File: src/rtl/l1_mmu_responder.sv
// Responder side of the L1<->MMU line interface: serialises 32B cached lines into
// eight word beats (or one beat for MMIO) on a word-wide memory bus.
module l1_mmu_responder #(
    parameter logic [31:0] MMIO_BASE = 32'hFFFF_0000,
    parameter logic [31:0] MMIO_MASK = 32'hFFFF_0000,
    parameter logic [15:0] TIMEOUT   = 16'd1023
) (
    input  logic         sys_clk,
    input  logic         rst,
    input  logic         l1_mmu_req_read,
    input  logic         l1_mmu_req_write,
    input  logic [31:0]  l1_mmu_req_addr,
    input  logic [255:0] l1_mmu_write_data,
    output logic         mmu_l1_done,
    output logic [255:0] mmu_l1_read_data,
    output logic         mmu_err,
    output logic         mem_req,
    output logic         mem_we,
    output logic [31:0]  mem_addr,
    output logic [31:0]  mem_wdata,
    input  logic         mem_ack,
    input  logic [31:0]  mem_rdata
);

    localparam int unsigned AW   = 32;
    localparam int unsigned DW   = 32;
    localparam int unsigned LW   = 256;
    localparam int unsigned BW   = 3;
    localparam int unsigned TW   = 16;

    typedef enum logic [1:0] {
        ST_IDLE = 2'd0,
        ST_BEAT = 2'd1,
        ST_DONE = 2'd2
    } state_e;

    state_e          state_q;
    logic            op_wr_q;
    logic            is_mmio_q;
    logic [AW-1:0]   addr_q;
    logic [LW-1:0]   line_q;
    logic [BW-1:0]   beat_q;
    logic [TW-1:0]   wait_q;

    logic            done_q;
    logic [LW-1:0]   rdata_q;
    logic            err_q;
    logic            mem_req_q;
    logic            mem_we_q;
    logic [AW-1:0]   mem_addr_q;
    logic [DW-1:0]   mem_wdata_q;

    logic            req_mmio_c;
    logic            timeout_c;
    logic            beat_end_c;
    logic            last_beat_c;
    logic [BW-1:0]   beat_d;
    logic [DW-1:0]   rword_c;

    // Word address for a given beat; MMIO passes the request address through untouched.
    function automatic logic [AW-1:0] beat_addr(input logic [AW-1:0] a,
                                                input logic          mmio,
                                                input logic [BW-1:0] b);
        return mmio ? a : {a[AW-1:5], b, 2'b00};
    endfunction

    always_comb begin
        req_mmio_c  = (l1_mmu_req_addr & MMIO_MASK) == MMIO_BASE;
        timeout_c   = (TIMEOUT != '0) && !mem_ack && (wait_q == TIMEOUT - TW'(1));
        beat_end_c  = mem_ack || timeout_c;
        last_beat_c = is_mmio_q ? (beat_q == '0) : (beat_q == BW'(7));
        beat_d      = BW'(beat_q + BW'(1));
        // A timed-out read beat returns zero rather than stale bus data.
        rword_c     = mem_ack ? mem_rdata : '0;
    end

    always_ff @(posedge sys_clk) begin
        if (rst) begin
            state_q     <= ST_IDLE;
            op_wr_q     <= 1'b0;
            is_mmio_q   <= 1'b0;
            addr_q      <= '0;
            line_q      <= '0;
            beat_q      <= '0;
            wait_q      <= '0;
            done_q      <= 1'b0;
            rdata_q     <= '0;
            err_q       <= 1'b0;
            mem_req_q   <= 1'b0;
            mem_we_q    <= 1'b0;
            mem_addr_q  <= '0;
            mem_wdata_q <= '0;
        end else begin
            case (state_q)
                ST_IDLE: begin
                    done_q <= 1'b0;
                    if (l1_mmu_req_write || l1_mmu_req_read) begin
                        op_wr_q    <= l1_mmu_req_write;
                        addr_q     <= l1_mmu_req_addr;
                        is_mmio_q  <= req_mmio_c;
                        beat_q     <= '0;
                        wait_q     <= '0;
                        mem_req_q  <= 1'b1;
                        mem_we_q   <= l1_mmu_req_write;
                        mem_addr_q <= beat_addr(l1_mmu_req_addr, req_mmio_c, '0);
                        if (l1_mmu_req_write) begin
                            line_q      <= l1_mmu_write_data;
                            mem_wdata_q <= l1_mmu_write_data[DW-1:0];
                        end else begin
                            mem_wdata_q <= line_q[DW-1:0];
                        end
                        state_q    <= ST_BEAT;
                    end
                end
                ST_BEAT: begin
                    if (beat_end_c) begin
                        if (timeout_c) begin
                            err_q <= 1'b1;
                        end
                        if (!op_wr_q) begin
                            if (is_mmio_q) begin
                                rdata_q <= {224'b0, rword_c};
                            end else begin
                                rdata_q[{beat_q, 5'd0} +: DW] <= rword_c;
                            end
                        end
                        if (last_beat_c) begin
                            mem_req_q <= 1'b0;
                            mem_we_q  <= 1'b0;
                            done_q    <= 1'b1;
                            state_q   <= ST_DONE;
                        end else begin
                            beat_q      <= beat_d;
                            wait_q      <= '0;
                            mem_addr_q  <= beat_addr(addr_q, is_mmio_q, beat_d);
                            mem_wdata_q <= line_q[{beat_d, 5'd0} +: DW];
                        end
                    end else begin
                        wait_q <= TW'(wait_q + TW'(1));
                    end
                end
                ST_DONE: begin
                    // One idle cycle follows so a request still held high is not re-served.
                    done_q  <= 1'b0;
                    state_q <= ST_IDLE;
                end
                default: begin
                    done_q    <= 1'b0;
                    mem_req_q <= 1'b0;
                    state_q   <= ST_IDLE;
                end
            endcase
        end
    end

    assign mmu_l1_done      = done_q;
    assign mmu_l1_read_data = rdata_q;
    assign mmu_err          = err_q;
    assign mem_req          = mem_req_q;
    assign mem_we           = mem_we_q;
    assign mem_addr         = mem_addr_q;
    assign mem_wdata        = mem_wdata_q;

endmodule

File: config.mk
export PLATFORM = sky130hd
export DESIGN_NAME = l1_mmu_responder
export DESIGN_NICKNAME = d
export VERILOG_FILES = /design/src/rtl/l1_mmu_responder.sv
export SDC_FILE = /design/constraint.sdc
export NUM_CORES = 1
export LEC_CHECK = 0
export CAP_MARGIN = 20
export CORE_MARGIN = 3
export CORE_UTILIZATION = 25
export CTS_BUF_LIST = sky130_fd_sc_hd__clkbuf_4 sky130_fd_sc_hd__clkbuf_8 sky130_fd_sc_hd__clkbuf_16
export CTS_CLUSTER_SIZE = 14
export DETAILED_ROUTE_END_ITERATION = 8
export GPL_TIMING_DRIVEN = 0
export HOLD_SLACK_MARGIN = 0.06
export SLEW_MARGIN = 20
export SYNTH_ARGS = -nofsm -noshare
export SYNTH_HDL_FRONTEND = slang
export SYNTH_SLANG_ARGS = --single-unit
File: constraint.sdc
create_clock -name sys_clk -period 9.12 [get_ports sys_clk]
set_clock_uncertainty 0.15 [all_clocks]
set_input_delay 0.912 -clock sys_clk [delete_from_list [all_inputs] [get_ports sys_clk]]
set_output_delay 0.912 -clock sys_clk [all_outputs]
set_load 0.01 [all_outputs]
==> flow_metrics.py <==
metrics = {
    "detailed_routing": {
        "drt-wirelength-per-cell_um": 24.2,
        "drtIter0Drc": 1657,
        "vias": 23600,
        "ant_nets": 0,
        "drtPass1Iterations": 5,
        "route.detailed.drc": 0,
        "vias_per_cell": 4.96,
        "drt-total-wl_mm": 115,
    },
    "floorplanning": {
        "core_area_mm2": 0.0971,
        "rows": 114,
        "dieWidth_um": 320,
        "start_util_pct": 25.3,
        "dieArea_mm2": 0.102,
        "num_io_pins": 649,
        "die_h_um": 320,
    },
    "clock_network": {
        "cts.sinks": 635,
        "hold_buffers": 0,
        "htreeDepth": 3,
        "ctsRootBufferMaster": "clkbuf_16",
        "insertion_delay_ns": 0.63,
        "post_cts_buffers": 0,
        "path_clk_slew_ns": 0.06,
        "cts_buffer_depth": 3,
        "numCtsBuffers": 74,
        "cts_tree": "done",
        "cts_resized": 0,
    },
    "cells_and_area": {
        "nFillCells": 10000,
        "final_core_util_pct": 36.3,
        "drive_above_1_share_pct": 8.03,
        "layout_commonest_cell": "nand2_1",
        "fin_cells": 4759,
        "multi_input_area_mm2": 0.0109,
        "mostFrequentLayoutCells": "nand2_1 (753), clkdlybuf4s50_1 (647), dfxtp_1 (635)",
        "area_growth_pct": 43.4,
        "seqCellArea_mm2": 0.0127,
        "finalNetCount": 3749,
    },
    "global_routing": {
        "grt_pass1_wl_mm": 163,
        "grt_max_degree": 14,
        "first_global_vias": 23100,
        "grt.overflow.total": 0,
        "grtUsageTotal_pct": 21.7,
        "antenna_found_initial": 17,
    },
    "critical_path": {
        "cp.arrival_ns": 5.08,
        "worst_ep_required_time_ns": 9.51,
        "critPathKind": "reg2reg",
        "crit_path_max_fanout": 10,
        "cp-end-kind": "flip-flop",
        "crit_path_start_kind": "flip-flop",
    },
    "logic_synthesis": {
        "ys_async_sr_fraction_pct": 0,
        "synth.ff_latch_count": 635,
        "yosysTopAreaCellShare_pct": 51.7,
        "post_synth_num_cell_types": 61,
        "yosysWarnings": 0,
        "synth_cells": 2693,
        "synth_edf_count": 0,
        "syn_nets": 3025,
        "yosys-top-cells-area": "dfxtp_1 (52%), nand2_1 (11%), a21oi_1 (7.2%), mux4_2 (5.9%), o2bb2ai_1 (3.0%)",
        "yosysTopAreaCell": "dfxtp_1",
        "yosysSeqAreaShare_pct": 51.7,
        "synthesis.area_mm2": 0.0246,
        "synth_top_flop_cell": "dfxtp_1",
        "avgSynthCellArea_um2": 9.13,
    },
    "sta": {
        "finalSetupViolCount": 0,
        "finalCriticalPeriod_ns": 4.69,
        "hold_viol_final": 0,
        "worstMarginPinSlew_ns": 1.13,
        "fin_crit_sh_pct": 51.4,
        "rsz0062_at_grt": "false",
        "layout_setup_ws_ns": 4.43,
        "tns_ns": 0,
        "report.final.slew_viol_count": 0,
        "slew_headroom_pct": 24.6,
        "max_freq_mhz": 213,
        "hold-worst-slack_ns": 0.302,
    },
    "pwr": {
        "p_int_uw": 5140,
        "peakVddDrop_v": 0.000169,
        "pwr-share-clk_pct": 44.4,
        "switching_share_pct": 26.9,
        "power_frac_seq_pct": 42.1,
        "p_per_area_mw_per_mm2": 200,
        "pwr-share-comb_pct": 13.4,
        "p_sw_uw": 1900,
        "p_leak_uw": 0.0124,
    },
    "job": {
        "maxCapViolations": 0,
    },
    "placement": {
        "port_buffers": 647,
        "place_ws_ns": 4.23,
        "gp_congestion": 0.891,
        "dp.cells": 4617,
        "hpwlAfterDp_mm": 90.8,
    },
    "run_status": {
        "outcome": "complete, no violations",
    },
    "worst_hold_path": {
        "min_path_type": "reg2reg",
    },
}
-- Yosys cell counts (3+ instances only) --
| cell type | count |
|---|---|
| buf_6 | 3 |
| nand3_1 | 47 |
| nand2_1 | 753 |
| o21ai_0 | 49 |
| nand4_1 | 8 |
| a32o_1 | 30 |
| buf_4 | 5 |
| a2bb2o_1 | 4 |
| clkbuf_1 | 184 |
| buf_2 | 30 |
| or3_1 | 4 |
| mux2_2 | 3 |
| nand3b_1 | 20 |
| a211oi_1 | 27 |
| or2_2 | 6 |
| nor3_1 | 32 |
| nand2b_1 | 3 |
| ha_1 | 7 |
| a2bb2o_4 | 16 |
| and2_1 | 3 |
| nor4_1 | 6 |
| nor2_1 | 116 |
| a21oi_1 | 356 |
| buf_1 | 6 |
| nand4b_1 | 5 |
| o2bb2ai_1 | 83 |
| and3_1 | 5 |
| a221oi_1 | 3 |
| mux4_2 | 64 |
| a21oi_2 | 4 |
| dfxtp_1 | 635 |
| mux2i_1 | 33 |
| inv_1 | 6 |
| a22o_1 | 66 |
| a311oi_1 | 38 |
-- registers in the layout, summed over array words and instances, names as in the netlist --
register          flops
beat_q                3
line_q              256
mem_wdata            32
state_q               2
mmu_l1_done           1
is_mmio_q             1
op_wr_q               1
mmu_l1_read_data    256
addr_q               32
mem_addr             32
wait_q               16
mem_req               1
mem_we                1
mmu_err               1
-- kinds of logic after synthesis --
logic type | synth area share, %
AND/OR/NAND/NOR | 17.1
AO/OA/AOI/OAI | 19.6
flip-flops | 51.7
buffers and inverters | 3.89
multiplexers | 7.34
adder cells (fa/ha/maj) | 0.356
-- worst max-delay path, cell delays in order, from the launching register on --
cell and delay [ns]:
dfxtp_1 0.37, clkbuf_1 0.41, inv_1 0.27, ha_1 0.36, clkbuf_1 0.52, clkbuf_1 0.78
clkbuf_1 0.87, mux4_2 0.46, nand2_1 0.10, a311oi_1 0.29
-- through the flow --
stage / area (µm²) / total power (µW)
final: 35300 / 7040
after global placement: 32700 / 3960
after detailed placement: 32700 / 3970
after global routing: 35200 / 7280
after CTS: 35200 / 7090
after floorplan: 24600 / 3440
-- path summary, 6_finish.rpt --
path                         end  cells after the start           startpoint  slack, ns
max                mem_wdata[28]                      9            beat_q[0]       4.43
min          mmu_l1_read_data[4]                      2  mmu_l1_read_data[4]       0.30
max reg2reg        mem_wdata[28]                      9            beat_q[0]       4.43
min reg2reg  mmu_l1_read_data[4]                      2  mmu_l1_read_data[4]       0.30
-- cell type report --
| type | count | area share (%) |
|---|---|---|
| buffer | 228 | 2.66 |
| antenna | 8 | 0.0568 |
| multi-input combinational | 1824 | 31.0 |
| clock inverter | 25 | 0.916 |
| inverter | 6 | 0.0639 |
| timing repair buffer | 648 | 18.4 |
| sequential | 635 | 36.1 |
| clock buffer | 109 | 6.37 |
| tap | 1276 | 4.53 |
-- layer usage --
| layer | track usage [%] | part of all wire, % |
|---|---|---|
| met5 | 0 | 0.062 |
| met4 | 7.85 | 3.6 |
| met3 | 5.19 | 7.5 |
| met2 | 36.0 | 47 |
| met1 | 27.4 | 42 |
-- power groups by stage --
stage	clock network [µW]	registers, µW	logic [µW]
final	3130	2960	946
after global routing	3290	2980	1010
after CTS	3180	2960	952
after detailed placement	0	3020	948
after global placement	0	3020	943
after floorplan	0	3020	423
(Power assumes the default switching activity.)
